`config.mk`:
```
export PLATFORM = sky130hd
export DESIGN_NAME = sdf_r2_stage
export DESIGN_NICKNAME = d
export VERILOG_FILES = /design/src/rtl/fft_pkg.sv /design/src/rtl/sdf_delay_line.sv /design/src/rtl/sdf_r2_stage.sv
export SDC_FILE = /design/constraint.sdc
export NUM_CORES = 1
export LEC_CHECK = 0
export CAP_MARGIN = 5
export CORE_MARGIN = 4
export CORE_UTILIZATION = 50
export CTS_CLUSTER_DIAMETER = 80
export CTS_CLUSTER_SIZE = 25
export DETAILED_ROUTE_END_ITERATION = 8
export PLACE_DENSITY = 0.8
export SLEW_MARGIN = 10
export SYNTH_ARGS = -nofsm -noshare
export SYNTH_HDL_FRONTEND = slang
export SYNTH_HIERARCHICAL = 1
export SYNTH_SLANG_ARGS = --single-unit
```
`constraint.sdc`:
```
create_clock -name clk -period 17.2 [get_ports clk]
set_input_delay 1.72 -clock clk [delete_from_list [all_inputs] [get_ports clk]]
set_output_delay 1.72 -clock clk [all_outputs]
set_load 0.05 [all_outputs]
```
`src/rtl/fft_pkg.sv`:
```
// Shared definitions for the pipelined radix-2 SDF FFT stages.
package fft_pkg;

  typedef enum logic {
    ST_RUN   = 1'b0,
    ST_DRAIN = 1'b1
  } sdf_state_e;

  // Elaboration-time ceil(log2(value)); clog2(1) = 0.
  function automatic int clog2(input int value);
    int r;
    r = 0;
    for (int v = value - 1; v > 0; v = v >>> 1) begin
      r++;
    end
    return r;
  endfunction

endpackage

```
`src/rtl/sdf_delay_line.sv`:
```
// Complex feedback delay line for one SDF stage: DEPTH-deep shift register,
// both components packed as {re, im}; head is the oldest entry.
module sdf_delay_line
  import fft_pkg::*;
#(
  parameter int WIDTH = 23,
  parameter int DEPTH = 16
) (
  input  logic               clk,
  input  logic               shift,
  input  logic [2*WIDTH-1:0] din,
  output logic [2*WIDTH-1:0] head
);

  logic [2*WIDTH-1:0] line_q [DEPTH];

  // NOTE: the storage has no reset; the control logic never emits an entry
  // that was not written after reset, so clearing it would only cost area.
  always_ff @(posedge clk) begin
    if (shift) begin
      line_q[0] <= din;
      for (int i = 1; i < DEPTH; i++) begin
        line_q[i] <= line_q[i-1];
      end
    end
  end

  assign head = line_q[DEPTH-1];

endmodule

```
`src/rtl/sdf_r2_stage.sv`:
```
// Radix-2 SDF butterfly stage: frame counter, RUN/DRAIN control, butterfly
// with optional halving, and registered outputs tagged with a frame index.
module sdf_r2_stage
  import fft_pkg::*;
#(
  parameter  int DATA_W = 22,
  parameter  int DELAY  = 16,
  parameter  int SCALE  = 1,
  localparam int OUT_W  = DATA_W + 1 - SCALE,
  localparam int IDX_W  = clog2(2 * DELAY)
) (
  input  logic                     clk,
  input  logic                     rst,
  input  logic                     in_valid,
  output logic                     in_ready,
  input  logic signed [DATA_W-1:0] in_real,
  input  logic signed [DATA_W-1:0] in_imag,
  output logic                     out_valid,
  output logic signed [OUT_W-1:0]  out_real,
  output logic signed [OUT_W-1:0]  out_imag,
  output logic [IDX_W-1:0]         out_idx,
  output logic                     out_last
);

  typedef struct packed {
    logic signed [OUT_W-1:0] re;
    logic signed [OUT_W-1:0] im;
  } cplx_t;

  localparam logic [IDX_W-1:0] ONE      = IDX_W'(1);
  localparam logic [IDX_W-1:0] D_IDX    = IDX_W'(DELAY);
  localparam logic [IDX_W-1:0] HALF_END = IDX_W'(DELAY - 1);
  localparam logic [IDX_W-1:0] LAST_IDX = IDX_W'(2 * DELAY - 1);

  sdf_state_e       state_q, state_d;
  logic [IDX_W-1:0] cnt_q, cnt_d;
  logic [IDX_W-1:0] drain_k_q, drain_k_d;
  logic             pend_q, pend_d;
  logic             ready_q, ready_d;
  logic             out_valid_q, out_valid_d;
  logic             out_last_q, out_last_d;
  logic [IDX_W-1:0] out_idx_q, out_idx_d;
  cplx_t            out_q, out_d;

  cplx_t            head, push;
  logic             shift;
  logic             accept;
  logic             phase_b;

  logic signed [DATA_W:0] sum_re, sum_im, dif_re, dif_im;

  sdf_delay_line #(
    .WIDTH (OUT_W),
    .DEPTH (DELAY)
  ) u_line (
    .clk   (clk),
    .shift (shift),
    .din   (push),
    .head  (head)
  );

  // In phase B the head holds a sign-extended input, so its low DATA_W bits
  // carry the full value.
  assign sum_re = (DATA_W+1)'($signed(head.re[DATA_W-1:0])) + (DATA_W+1)'(in_real);
  assign sum_im = (DATA_W+1)'($signed(head.im[DATA_W-1:0])) + (DATA_W+1)'(in_imag);
  assign dif_re = (DATA_W+1)'($signed(head.re[DATA_W-1:0])) - (DATA_W+1)'(in_real);
  assign dif_im = (DATA_W+1)'($signed(head.im[DATA_W-1:0])) - (DATA_W+1)'(in_imag);

  assign accept  = in_valid && ready_q;
  assign phase_b = (cnt_q >= D_IDX);

  // NOTE: every signal driven here gets a default first, so no path can
  // leave one unassigned and infer a latch.
  always_comb begin
    state_d     = state_q;
    cnt_d       = cnt_q;
    drain_k_d   = drain_k_q;
    pend_d      = pend_q;
    ready_d     = ready_q;
    shift       = 1'b0;
    push        = '0;
    out_valid_d = 1'b0;
    out_last_d  = 1'b0;
    out_idx_d   = out_idx_q;
    out_d       = out_q;

    unique case (state_q)
      ST_RUN: begin
        ready_d = 1'b1;
        if (accept) begin
          shift = 1'b1;
          cnt_d = cnt_q + ONE;
          if (!phase_b) begin
            push.re = OUT_W'(in_real);
            push.im = OUT_W'(in_imag);
            if (pend_q) begin
              out_valid_d = 1'b1;
              out_d       = head;
              out_idx_d   = D_IDX + cnt_q;
              out_last_d  = (cnt_q == HALF_END);
            end
            if (cnt_q == HALF_END) pend_d = 1'b0;
          end else begin
            // Slicing from bit SCALE is the floor halving when SCALE = 1.
            push.re     = dif_re[DATA_W:SCALE];
            push.im     = dif_im[DATA_W:SCALE];
            out_valid_d = 1'b1;
            out_d.re    = sum_re[DATA_W:SCALE];
            out_d.im    = sum_im[DATA_W:SCALE];
            out_idx_d   = cnt_q - D_IDX;
            if (cnt_q == LAST_IDX) pend_d = 1'b1;
          end
        end else if (cnt_q == '0 && pend_q && !in_valid) begin
          state_d   = ST_DRAIN;
          ready_d   = 1'b0;
          drain_k_d = '0;
        end
      end

      ST_DRAIN: begin
        ready_d     = 1'b0;
        shift       = 1'b1;
        out_valid_d = 1'b1;
        out_d       = head;
        out_idx_d   = D_IDX + drain_k_q;
        out_last_d  = (drain_k_q == HALF_END);
        drain_k_d   = drain_k_q + ONE;
        if (drain_k_q == HALF_END) begin
          state_d   = ST_RUN;
          pend_d    = 1'b0;
          ready_d   = 1'b1;
          drain_k_d = '0;
        end
      end

      default: state_d = ST_RUN;
    endcase
  end

  // NOTE: state is updated only with non-blocking assignments so every
  // register samples the pre-edge values computed above.
  always_ff @(posedge clk) begin
    if (rst) begin
      state_q     <= ST_RUN;
      cnt_q       <= '0;
      drain_k_q   <= '0;
      pend_q      <= 1'b0;
      ready_q     <= 1'b1;
      out_valid_q <= 1'b0;
      out_last_q  <= 1'b0;
      out_idx_q   <= '0;
      out_q       <= '0;
    end else begin
      state_q     <= state_d;
      cnt_q       <= cnt_d;
      drain_k_q   <= drain_k_d;
      pend_q      <= pend_d;
      ready_q     <= ready_d;
      out_valid_q <= out_valid_d;
      out_last_q  <= out_last_d;
      out_idx_q   <= out_idx_d;
      out_q       <= out_d;
    end
  end

  assign in_ready  = ready_q;
  assign out_valid = out_valid_q;
  assign out_last  = out_last_q;
  assign out_idx   = out_idx_q;
  assign out_real  = out_q.re;
  assign out_imag  = out_q.im;

endmodule

```
==> summary.md, run 1 <==
| Metric | Value |
|---|---|
| Clock transition at path regs | `0.10 ns` |
| Worst endpoint required time | `17.40 ns` |
| Worst Max-Slew Pin Slew | `1.18 ns` |
| Cell row count | `88` |
| PortBufs | `98` |
| End point of the critical path | `u_line/line_q[1][58]$_DFFE_PP_` |
| Critical Path End Type | `register` |
| Core Region | `0.0577 sq mm` |
| Max Cap Viol | `0` |
| Yosys top cell area share | `72.4%` |
| Drt pass-1 iters | `5` |
| Gr usage total | `about 16%` |
| Ant diodes | `0` |
| DR WL/cell | `19.7 um` |
| Share of cells above drive strength 1 | `~4.4%` |
| Final GP Congestion | `0.871` |
| CP most frequent cell | `buf_4` |
| Outcome | `completed` |
| Maximum fanout along the worst path | `101` |
| Slew Limit Fails | `0` |
| Setup_tns | `0 ns` |
| # DRC | `0` |
| Synthesized Nets | `roughly 2000` |
| Vias per cell | `roughly 5.5` |
| Power density cells | `between 90 and 100 mW/mm^2` |
| Clk buf depth | `3` |
| Largest net degree at the start of global routing | `172` |
| Clk pwr share | `between 30% and 40%` |
| Worst Reg-to-Reg Cells | `4` |
| Die area | `0.0623 sq mm` |
| Max Freq | `161 MHz` |
| Depth of the CTS H-tree | `2` |
| Post-synth ARST share | `0%` |
| Synth-to-layout area growth | `8.98%` |
| Largest cells by area after synthesis | `edfxtp_1 (72%), dfxtp_1 (4.4%), ha_1 (3.9%)` |
| Final hold viol count | `0` |
| Average cell area after synthesis | `16.0 sq um` |
| Sw Ratio | `20.1%` |
| R2R Path Start | `state_q$_SDFF_PP0_` |
| R2R Setup Slk | `11.87 ns` |
| Vias in the first global route | `14100` |
| Leak | `11.9 nW` |
| Worst r2r dst | `u_line/line_q[1][58]$_DFFE_PP_` |
| DRT antenna net count | `0` |
| RSZ-0062 raised after global routing | `no` |
| Die Wd | `250 um` |
| Clk sinks | `~770` |
| Clock Tree Root | `clkbuf_16` |
| Post-Syn Instances | `1829` |
| Final HPWL DP | `about 33000 um` |
| WS Path Type | `in -> reg` |
| Tcrit/Tclk final | `36.2%` |
| Vias | `approximately 15000` |
| Pwr Total | `approximately 3.2 mW` |
| Worst hold path class | `reg -> reg` |
| Worst-path cell chain | `clkdlybuf4s50_1, nand2_1, nand2b_4, buf_4, buf_4, buf_4` |
| CTS tree | `yes` |
| Pint | `around 2.5 mW` |
| Flop pwr share | `64.7%` |
| Peak VDD IR | `0.0000725 V` |
| Synth area leader | `edfxtp_1` |
| Skew final | `0.0275 ns` |
| Slew Limit Headroom | `21.5%` |
| Data arrival, critical path | `roughly 6.4 ns` |
| Number of flops mapped to enable cells by yosys | `704` |
| Postcts setup bufs | `0` |
| Total congestion overflow | `0` |
| Mapped Area | `0.0292 sq mm` |
| Crit path largest cell delay | `1.03 ns` |
| First-pass GRT wire length | `80800 um` |
| Top FF cell, synth | `edfxtp_1` |
| Final min period | `between 6 and 7 ns` |
| Nets | `between 2000 and 2500` |
| Worst-skew pair later-pin latency | `~0.6 ns` |
| Antenna violations before repair | `4` |
| Post-synthesis sequential area ratio | `76.8%` |
| Post-CTS sizing | `0` |
| Die H | `250 um` |
| Post-synthesis cell type count | `77` |
| Highest-delay cell along the critical path | `buf_4` |
| Initial Utilization | `roughly half` |
| YS warnings | `6` |
| Post-CTS Hold Buffers | `0` |
| #FFs+latches synth | `768` |
| Comb pwr share | `~4.0%` |
| Num CTS Buffers | `38` |
| CP Launch Type | `primary input` |
| DRT Wirelength | `around 52000 um` |
| CP startpoint | `in_valid` |
| Worst Hold Depth | `0` |
| Psw | `0.634 mW` |
| Io pins | `99` |
| Initial drt markers | `between 1500 and 2000` |
| Setup-failing EPs final | `0` |
==> layer usage <==
metal	vias up	track usage (%)	part of all wire (%)
met3	102	3.87	7.1
met2	476	23.7	43
li1	6861	-	-
met1	7254	25.0	47
met4	6	5.10	2.9
met5	-	0	0.078
==> flip-flops by register name, summed over array words and instances (netlist names) <==
register / flops
out_valid: 1
out_imag: 22
u_line/line_q: 704
out_last: 1
pend_q: 1
cnt_q: 5
out_idx: 5
in_ready: 1
state_q: 1
drain_k_q: 5
out_real: 22
==> placed cells by master, fill, tap and decap left out, types with 39 or more instances in the layout <==
| cell type | instances |
|---|---|
| clkdlybuf4s50_1 | 97 |
| xnor2_1 | 52 |
| nand2_1 | 70 |
| a21oi_1 | 113 |
| dfxtp_1 | 63 |
| edfxtp_1 | 704 |
| inv_1 | 87 |
| o21ai_0 | 48 |
| clkbuf_16 | 39 |
| nor2_1 | 146 |
| ha_1 | 90 |
==> power by group through the flow <==
stage,Combinational (mW),Clock (mW),Sequential [mW]
finish,0.125,0.987,2.04
global route,0.137,1.10,2.04
CTS,0.125,1.02,2.04
detailed placement,0.125,0,2.08
global placement,0.121,0,2.08
floorplan,0.0827,0,2.11
==> metrics by stage <==
step / instance area, sq um / setup WS, ns / hold WS, ns / cells / util (%)
finish: 31800 / 10.97 / 0.408 / 2664 / 55.1
global route: 31800 / 10.58 / 0.419 / 2664 / 55.1
CTS: 31800 / 10.94 / 0.412 / 2664 / 55.1
detailed placement: 30700 / 10.27 / 0.405 / 2595 / 53.1
global placement: 30700 / 10.49 / 0.401 / 2595 / 53.1
floorplan: 29200 / 6.22 / 0.400 / 1829 / -
==> layout make-up <==
cell class	instances	area, sq um
fill	4467	25900
tap	765	957
multi-input combinational	860	5840
clock buffer	62	1070
timing repair buffer	113	1100
sequential	768	22400
inverter	89	334
clock inverter	7	73.8
==> cell usage after synthesis (28+ instances only) <==
library cell and n:
a211oi_1 28, a21oi_1 113, buf_4 44, clkbuf_1 46, dfxtp_1 64, edfxtp_1 704, ha_1 90, inv_1 87
mux2i_1 28, nand2_1 70, nor2_1 148, o21ai_0 48, xnor2_1 52
==> kinds of logic after synthesis <==
| group | synth area share [%] |
|---|---|
| flip-flops | 76.8 |
| AND/OR/NAND/NOR | 5.65 |
| XOR/XNOR | 1.80 |
| adder cells (fa/ha/maj) | 4.13 |
| buffers and inverters | 3.23 |
| multiplexers | 0.960 |
| AO/OA/AOI/OAI | 7.41 |
==> worst min path at each step <==
stage	from	end
2_1_floorplan	u_line/line_q[0][0]$_DFFE_PP_	u_line/line_q[0][44]$_DFFE_PP_
3_3_place_gp	u_line/line_q[3][73]$_DFFE_PP_	u_line/line_q[4][29]$_DFFE_PP_
3_5_place_dp	u_line/line_q[0][17]$_DFFE_PP_	u_line/line_q[0][61]$_DFFE_PP_
4_1_cts	u_line/line_q[5][1]$_DFFE_PP_	u_line/line_q[5][45]$_DFFE_PP_
5_1_grt	u_line/line_q[7][41]$_DFFE_PP_	u_line/line_q[7][85]$_DFFE_PP_
6_report	u_line/line_q[5][1]$_DFFE_PP_	u_line/line_q[5][45]$_DFFE_PP_
==> worst max-delay path, delay by kind of cell <==
kind                   cells  cell delay, ns
buffers and inverters      4            3.50
AND/OR/NAND/NOR            2            1.04
Note: power is estimated with default switching activity, not from simulation.
==> run 2: changes to the inputs <==
--- a/config.mk
+++ b/config.mk
@@ -11,7 +11,7 @@
 export CTS_CLUSTER_DIAMETER = 80
 export CTS_CLUSTER_SIZE = 25
 export DETAILED_ROUTE_END_ITERATION = 8
-export PLACE_DENSITY = 0.8
+export PLACE_DENSITY = 0.77
 export SLEW_MARGIN = 10
 export SYNTH_ARGS = -nofsm -noshare
 export SYNTH_HDL_FRONTEND = slang
==> constraint.sdc (replaced) <==
create_clock -name clk -period 6.15 [get_ports clk]
set_input_delay 0.615 -clock clk [delete_from_list [all_inputs] [get_ports clk]]
set_output_delay 0.615 -clock clk [all_outputs]
set_load 0.05 [all_outputs]
==> run 2 against run 1 <==
  * Design area rose by 0.52%
  * First-iteration DRC count fell by 18%
  * Worst hold slack improved by 0.00059 ns
  * Critical path depth rose by 6
  * Utilization rose by 0.29 points
  * Global-route usage rose by 0.77 points
  * Critical endpoint is now u_line/line_q[0][41]$_DFFE_PP_
  * Largest cell class unchanged
  * Largest power group unchanged
  * Highest routed layer unchanged
==> summary.md, run 2 (synthesis gave the netlist of run 1 again) <==
| Metric | Value |
|---|---|
| Final min period | `3.66 ns` |
| Depth of the CTS H-tree | `2` |
| Worst-skew pair later-pin latency | `~0.6 ns` |
| Maximum fanout along the worst path | `5` |
| Setup-failing EPs final | `0` |
| Clock transition at path regs | `~0.09 ns` |
| Vias | `14900` |
| Psw | `1.87 mW` |
| Io pins | `99` |
| Comb pwr share | `under 10%` |
| Cell row count | `88` |
| Postcts setup bufs | `0` |
| R2R Setup Slk | `2.57 ns` |
| CP Launch Type | `primary input` |
| End point of the critical path | `u_line/line_q[0][41]$_DFFE_PP_` |
| Worst endpoint required time | `6.48 ns` |
| Commonest cells after routing, fill and taps aside | `edfxtp_1 (704), nor2_1 (146), a21oi_1 (113)` |
| Post-CTS sizing | `0` |
| Skew final | `0.0178 ns` |
| # DRC | `0` |
| Vias in the first global route | `around 14000` |
| Num CTS Buffers | `40` |
| WS Path Type | `in -> reg` |
| Worst Max-Slew Pin Slew | `1.04 ns` |
| Synth-to-layout area growth | `9.54%` |
| Commonest non-fill, non-tap cell in the layout | `edfxtp_1` |
| Post-CTS Hold Buffers | `0` |
| Worst Reg-to-Reg Cells | `11` |
| Worst hold path class | `reg -> reg` |
| Ant diodes | `0` |
| Leak | `11.9 nW` |
| Max Cap Viol | `0` |
| Final hold viol count | `0` |
| Slew Limit Fails | `0` |
| Largest net degree at the start of global routing | `195` |
| DR WL/cell | `20.6 um` |
| Worst r2r dst | `u_line/line_q[0][41]$_DFFE_PP_` |
| Largest Register | `u_line/line_q` |
| Slew Limit Headroom | `30.5%` |
| CP startpoint | `in_real[1]` |
| Initial drt markers | `1307` |
| R2R Path Start | `u_line/line_q[7][66]$_DFFE_PP_` |
| Peak VDD IR | `0.000200 V` |
| Final GP Congestion | `0.904` |
| Flop pwr share | `63.1%` |
| Area after DPL | `between 0.03 and 0.04 sq mm` |
| Setup_tns | `0 ns` |
| Total congestion overflow | `0` |
| Inst Count DP | `between 2000 and 3000` |
| Initial Utilization | `50.6%` |
| Critical Path End Type | `register` |
| Power density cells | `about 280 mW/mm^2` |
| DRT Wirelength | `about 55000 um` |
| Outcome | `completed` |
| Sw Ratio | `between 20% and 30%` |
| Vias per cell | `around 5.6` |
| Nets | `2012` |
| Clk buf depth | `3` |
| DRT antenna net count | `0` |
| Share of cells above drive strength 1 | `4.83%` |
| RSZ-0062 raised after global routing | `no` |
| Max Freq | `273 MHz` |
| Data arrival, critical path | `around 4.0 ns` |
| First-pass GRT wire length | `approximately 84000 um` |
| Clock Tree Root | `clkbuf_16` |
| Final hold slack | `0.409 ns` |
| Die area | `0.0623 sq mm` |
| Final HPWL DP | `34600 um` |
| Die Wd | `250 um` |
| Antenna violations before repair | `3` |
| Pint | `7.16 mW` |
| Die H | `250 um` |
| CTS tree | `yes` |
| Post-layout util | `about 55%` |
| Tcrit/Tclk final | `59.5%` |
| Core Region | `0.0577 sq mm` |
| Clk pwr share | `33.0%` |
| Max reg flops | `around 700` |
| Gr usage total | `17.2%` |
| Post-Layout Cell Count | `around 2700` |
| Final instance area | `0.0320 sq mm` |
| Drt pass-1 iters | `6` |
| Clk sinks | `around 770` |
| PortBufs | `a little under 100` |
run 2: cell types whose count changed in the layout (fill, tap and decap cells not counted), moves of 2 or more:
| cell | before | now |
|---|---|---|
| buf_4 | 14 | 10 |
| clkbuf_1 | 22 | 18 |
| buf_12 | 1 | 4 |
| clkbuf_16 | 39 | 41 |
| inv_8 | 2 | 4 |
run 2: layout make-up:
cell class / count / area [sq um]
fill: 4526 / 25700
sequential: 768 / 22400
multi-input combinational: 860 / 5840
timing repair buffer: 112 / 1130
clock buffer: 60 / 1110
tap: 765 / 957
inverter: 89 / 334
clock inverter: 14 / 173
run 2: how the worst min path moves through the flow:
stage | start | endpoint | slack [ns] | depth (start not counted)
floorplan | u_line/line_q[0][0]$_DFFE_PP_ | u_line/line_q[0][44]$_DFFE_PP_ | 0.40 | 0
global placement | u_line/line_q[1][36]$_DFFE_PP_ | u_line/line_q[1][80]$_DFFE_PP_ | 0.40 | 0
detailed placement | u_line/line_q[0][19]$_DFFE_PP_ | u_line/line_q[0][63]$_DFFE_PP_ | 0.40 | 0
CTS | u_line/line_q[2][73]$_DFFE_PP_ | u_line/line_q[3][29]$_DFFE_PP_ | 0.40 | 0
global route | u_line/line_q[6][49]$_DFFE_PP_ | u_line/line_q[7][5]$_DFFE_PP_ | 0.41 | 0
finish | u_line/line_q[4][32]$_DFFE_PP_ | u_line/line_q[4][76]$_DFFE_PP_ | 0.41 | 0
run 2: power by group through the flow:
stage	Combinational, mW	Clock [mW]	Sequential (mW)
5_1_grt	0.387	3.29	5.70
6_report	0.352	2.98	5.70
4_1_cts	0.353	3.09	5.70
3_3_place_gp	0.342	0	5.82
3_5_place_dp	0.352	0	5.82
2_1_floorplan	0.231	0	5.87
run 2: per-layer routing:
metal / vias to the layer above / GRT usage, % / share of wire [%] / wire length (um)
met3: 92 / 4.12 / 6.8 / 3730
met5: - / 0 / 0.084 / 46
met1: 7481 / 26.0 / 47 / 26000
li1: 6851 / - / - / -
met2: 425 / 25.5 / 44 / 24100
met4: 6 / 4.45 / 1.9 / 1050
run 2: worst max-delay path: stages:
cell,delay (ns)
clkdlybuf4s50_1,0.54
inv_1,0.12
fa_1,0.47
a21o_1,0.20
a21oi_1,0.24
o21bai_1,0.15
a21o_1,0.23
a31oi_1,0.76
o31ai_1,0.27
xnor2_1,0.19
mux2i_1,0.14
nor2_1,0.05
run 2: stage by stage:
step                      worst slack [ns]  total power, mW
final                                 2.49             9.03
after global routing                  2.29             9.38
after CTS                             2.62             9.14
after detailed placement              1.99             6.17
after global placement                2.03             6.16
after floorplan                    0.00428             6.10
==> run 3: changes to the inputs <==
--- a/config.mk
+++ b/config.mk
@@ -11,7 +11,7 @@
 export CTS_CLUSTER_DIAMETER = 80
 export CTS_CLUSTER_SIZE = 25
 export DETAILED_ROUTE_END_ITERATION = 8
-export PLACE_DENSITY = 0.77
+export PLACE_DENSITY = 0.8
 export SLEW_MARGIN = 10
 export SYNTH_ARGS = -nofsm -noshare
 export SYNTH_HDL_FRONTEND = slang
==> constraint.sdc (replaced) <==
create_clock -name clk -period 3 [get_ports clk]
set_input_delay 0.3 -clock clk [delete_from_list [all_inputs] [get_ports clk]]
set_output_delay 0.3 -clock clk [all_outputs]
set_load 0.05 [all_outputs]
==> run 3 against run 2 <==
  * Clock-buffer cell count fell by 2
  * Design area is 5.5% higher
  * Combinational power grew to 2.6 times the previous value
  * Critical endpoint is now u_line/line_q[0][19]$_DFFE_PP_
==> summary.md, run 3 (synthesis gave the netlist of run 1 again) <==
| Metric | Value |
|---|---|
| Outcome | `completed` |
| Setup-failing EPs final | `0` |
| Data arrival, critical path | `roughly 3.4 ns` |
| Slew Limit Fails | `0` |
| Die H | `250 um` |
| Skew final | `0.0344 ns` |
| Depth of the CTS H-tree | `2` |
| Worst hold path class | `in -> reg` |
| Total congestion overflow | `0` |
| Final HPWL DP | `37100 um` |
| Vias | `15500` |
| Clock Tree Root | `clkbuf_16` |
| Commonest cells after routing, fill and taps aside | `edfxtp_1 (704), buf_4 (192), nor2_1 (146)` |
| Vias in the first global route | `15200` |
| Worst endpoint required time | `approximately 3.4 ns` |
| WS Path Type | `reg -> reg` |
| Max reg flops | `704` |
| Max Cap Viol | `0` |
| First-pass GRT wire length | `approximately 87000 um` |
| Gr usage total | `17.7%` |
| Worst-skew pair later-pin latency | `between 0.5 and 0.6 ns` |
| RSZ-0062 raised after global routing | `yes` |
| Vias per cell | `5.44` |
| Final min period | `2.98 ns` |
| Antenna violations before repair | `5` |
| Slew Limit Headroom | `52.8%` |
| DR WL/cell | `19.7 um` |
| Core Region | `0.0577 sq mm` |
| Synth-to-layout area growth | `15.5%` |
| Die Wd | `250 um` |
| Fill count | `approximately 4400` |
| Largest net degree at the start of global routing | `92` |
| Io pins | `roughly 100` |
| Commonest non-fill, non-tap cell in the layout | `edfxtp_1` |
| Power density cells | `roughly 550 mW/mm^2` |
| Tcrit/Tclk final | `99.5%` |
| Initial drt markers | `1373` |
| Pint | `roughly 15 mW` |
| Clk pwr share | `32.5%` |
| PortBufs | `98` |
| Comb pwr share | `4.9%` |
| Nets | `2202` |
| CTS tree | `yes` |
| CP Launch Type | `register` |
| Final hold viol count | `0` |
| Psw | `3.83 mW` |
| DRT antenna net count | `0` |
| Largest Register | `u_line/line_q` |
| DRT Wirelength | `around 56000 um` |
| Cell row count | `88` |
| Final GP Congestion | `~0.9` |
| Num CTS Buffers | `40` |
| Max Freq | `between 300 and 400 MHz` |
| Critical Path End Type | `register` |
| Initial Utilization | `about half` |
| Clk sinks | `768` |
| # DRC | `0` |
| Worst Max-Slew Pin Slew | `0.707 ns` |
| Leak | `13.0 nW` |
| Die area | `~0.062 sq mm` |
| Drt pass-1 iters | `5` |
| Pwr Total | `18.7 mW` |
| R2R Setup Slk | `0.02 ns` |
| Maximum fanout along the worst path | `7` |
| Setup_tns | `0 ns` |
| Share of cells above drive strength 1 | `14.8%` |
| Peak VDD IR | `0.000440 V` |
| Clock transition at path regs | `around 0.09 ns` |
| Clk buf depth | `3` |
| Flop pwr share | `62.6%` |
| Sw Ratio | `about a fifth` |
-- run 3: cell count changes in the layout (fill, tap and decap cells not counted), moves of 4 or more --
cell	before	now
a21oi_1	113	107
buf_4	10	192
ha_1	90	86
buf_12	4	12
a21oi_2	0	5
o21ai_0	48	44
-- run 3: power groups by stage --
stage | sequential [mW] | clock, mW | combinational [mW]
6_report | 11.7 | 6.07 | 0.913
5_1_grt | 11.7 | 6.71 | 0.993
4_1_cts | 11.7 | 6.27 | 0.894
3_5_place_dp | 11.9 | 0 | 0.886
3_3_place_gp | 11.9 | 0 | 0.863
2_1_floorplan | 12.0 | 0 | 0.475
-- run 3: cell type report --
| cell class | instances | area [sq um] | area share [%] |
|---|---|---|---|
| Sequential cell | 768 | 22400 | 66.5 |
| Multi-Input combinational cell | 860 | 6050 | 18.0 |
| Timing Repair Buffer | 302 | 2660 | 7.88 |
| Clock buffer | 58 | 1120 | 3.32 |
| Tap cell | 765 | 957 | 2.84 |
| Inverter | 89 | 334 | 0.991 |
| Clock inverter | 11 | 160 | 0.475 |
| Antenna cell | 2 | 5.00 | 0.0148 |
-- run 3: metal layers --
| metal | up-vias | global-route usage (%) | wire length [um] |
|---|---|---|---|
| met4 | 6 | 4.46 | 1290 |
| met5 | - | 0 | 39 |
| li1 | 7235 | - | - |
| met3 | 98 | 3.44 | 3500 |
| met1 | 7768 | 27.0 | 26600 |
| met2 | 431 | 26.5 | 24800 |
-- run 3: path summary, 6_finish.rpt --
| kind | cells after the start | startpoint | end |
|---|---|---|---|
| setup reg to reg | 11 | u_line/line_q[7][49]$_DFFE_PP_ | u_line/line_q[0][19]$_DFFE_PP_ |
| setup / recovery | 11 | u_line/line_q[7][49]$_DFFE_PP_ | u_line/line_q[0][19]$_DFFE_PP_ |
| hold / removal | 3 | rst | out_valid$_SDFF_PP0_ |
| hold reg to reg | 0 | u_line/line_q[0][41]$_DFFE_PP_ | u_line/line_q[0][85]$_DFFE_PP_ |
-- run 3: critical path: stages, from the launching register on --
cell	delay [ns]
edfxtp_1	0.48
ha_4	0.35
and2_1	0.15
o311ai_2	0.12
a32oi_1	0.22
buf_4	0.17
a21oi_1	0.08
or2_2	0.34
a21oi_4	0.17
a221oi_1	0.13
or4_1	0.43
o311ai_0	0.13
-- run 3: stage by stage --
| step | instance area [sq um] | utilization (%) | std cells | setup WS (ns) | hold WS (ns) |
|---|---|---|---|---|---|
| 2_1_floorplan | 29200 | - | 1829 | -2.97 | 0.400 |
| 3_3_place_gp | 32200 | 55.8 | 2777 | -0.553 | 0.400 |
| 3_5_place_dp | 32200 | 55.8 | 2777 | -0.773 | 0.405 |
| 4_1_cts | 33500 | 58.0 | 2846 | -0.0831 | 0.163 |
| 5_1_grt | 33700 | 58.4 | 2854 | -0.177 | 0.172 |
| 6_report | 33700 | 58.4 | 2855 | 0.0164 | 0.212 |
-- run 3: what timing repair did --
action	CTS	global route
setup buffers	0	7
hold buffers	0	0
endpoints found under the setup margin	13	28
pin swaps	1	5
gates resized for setup	8	33
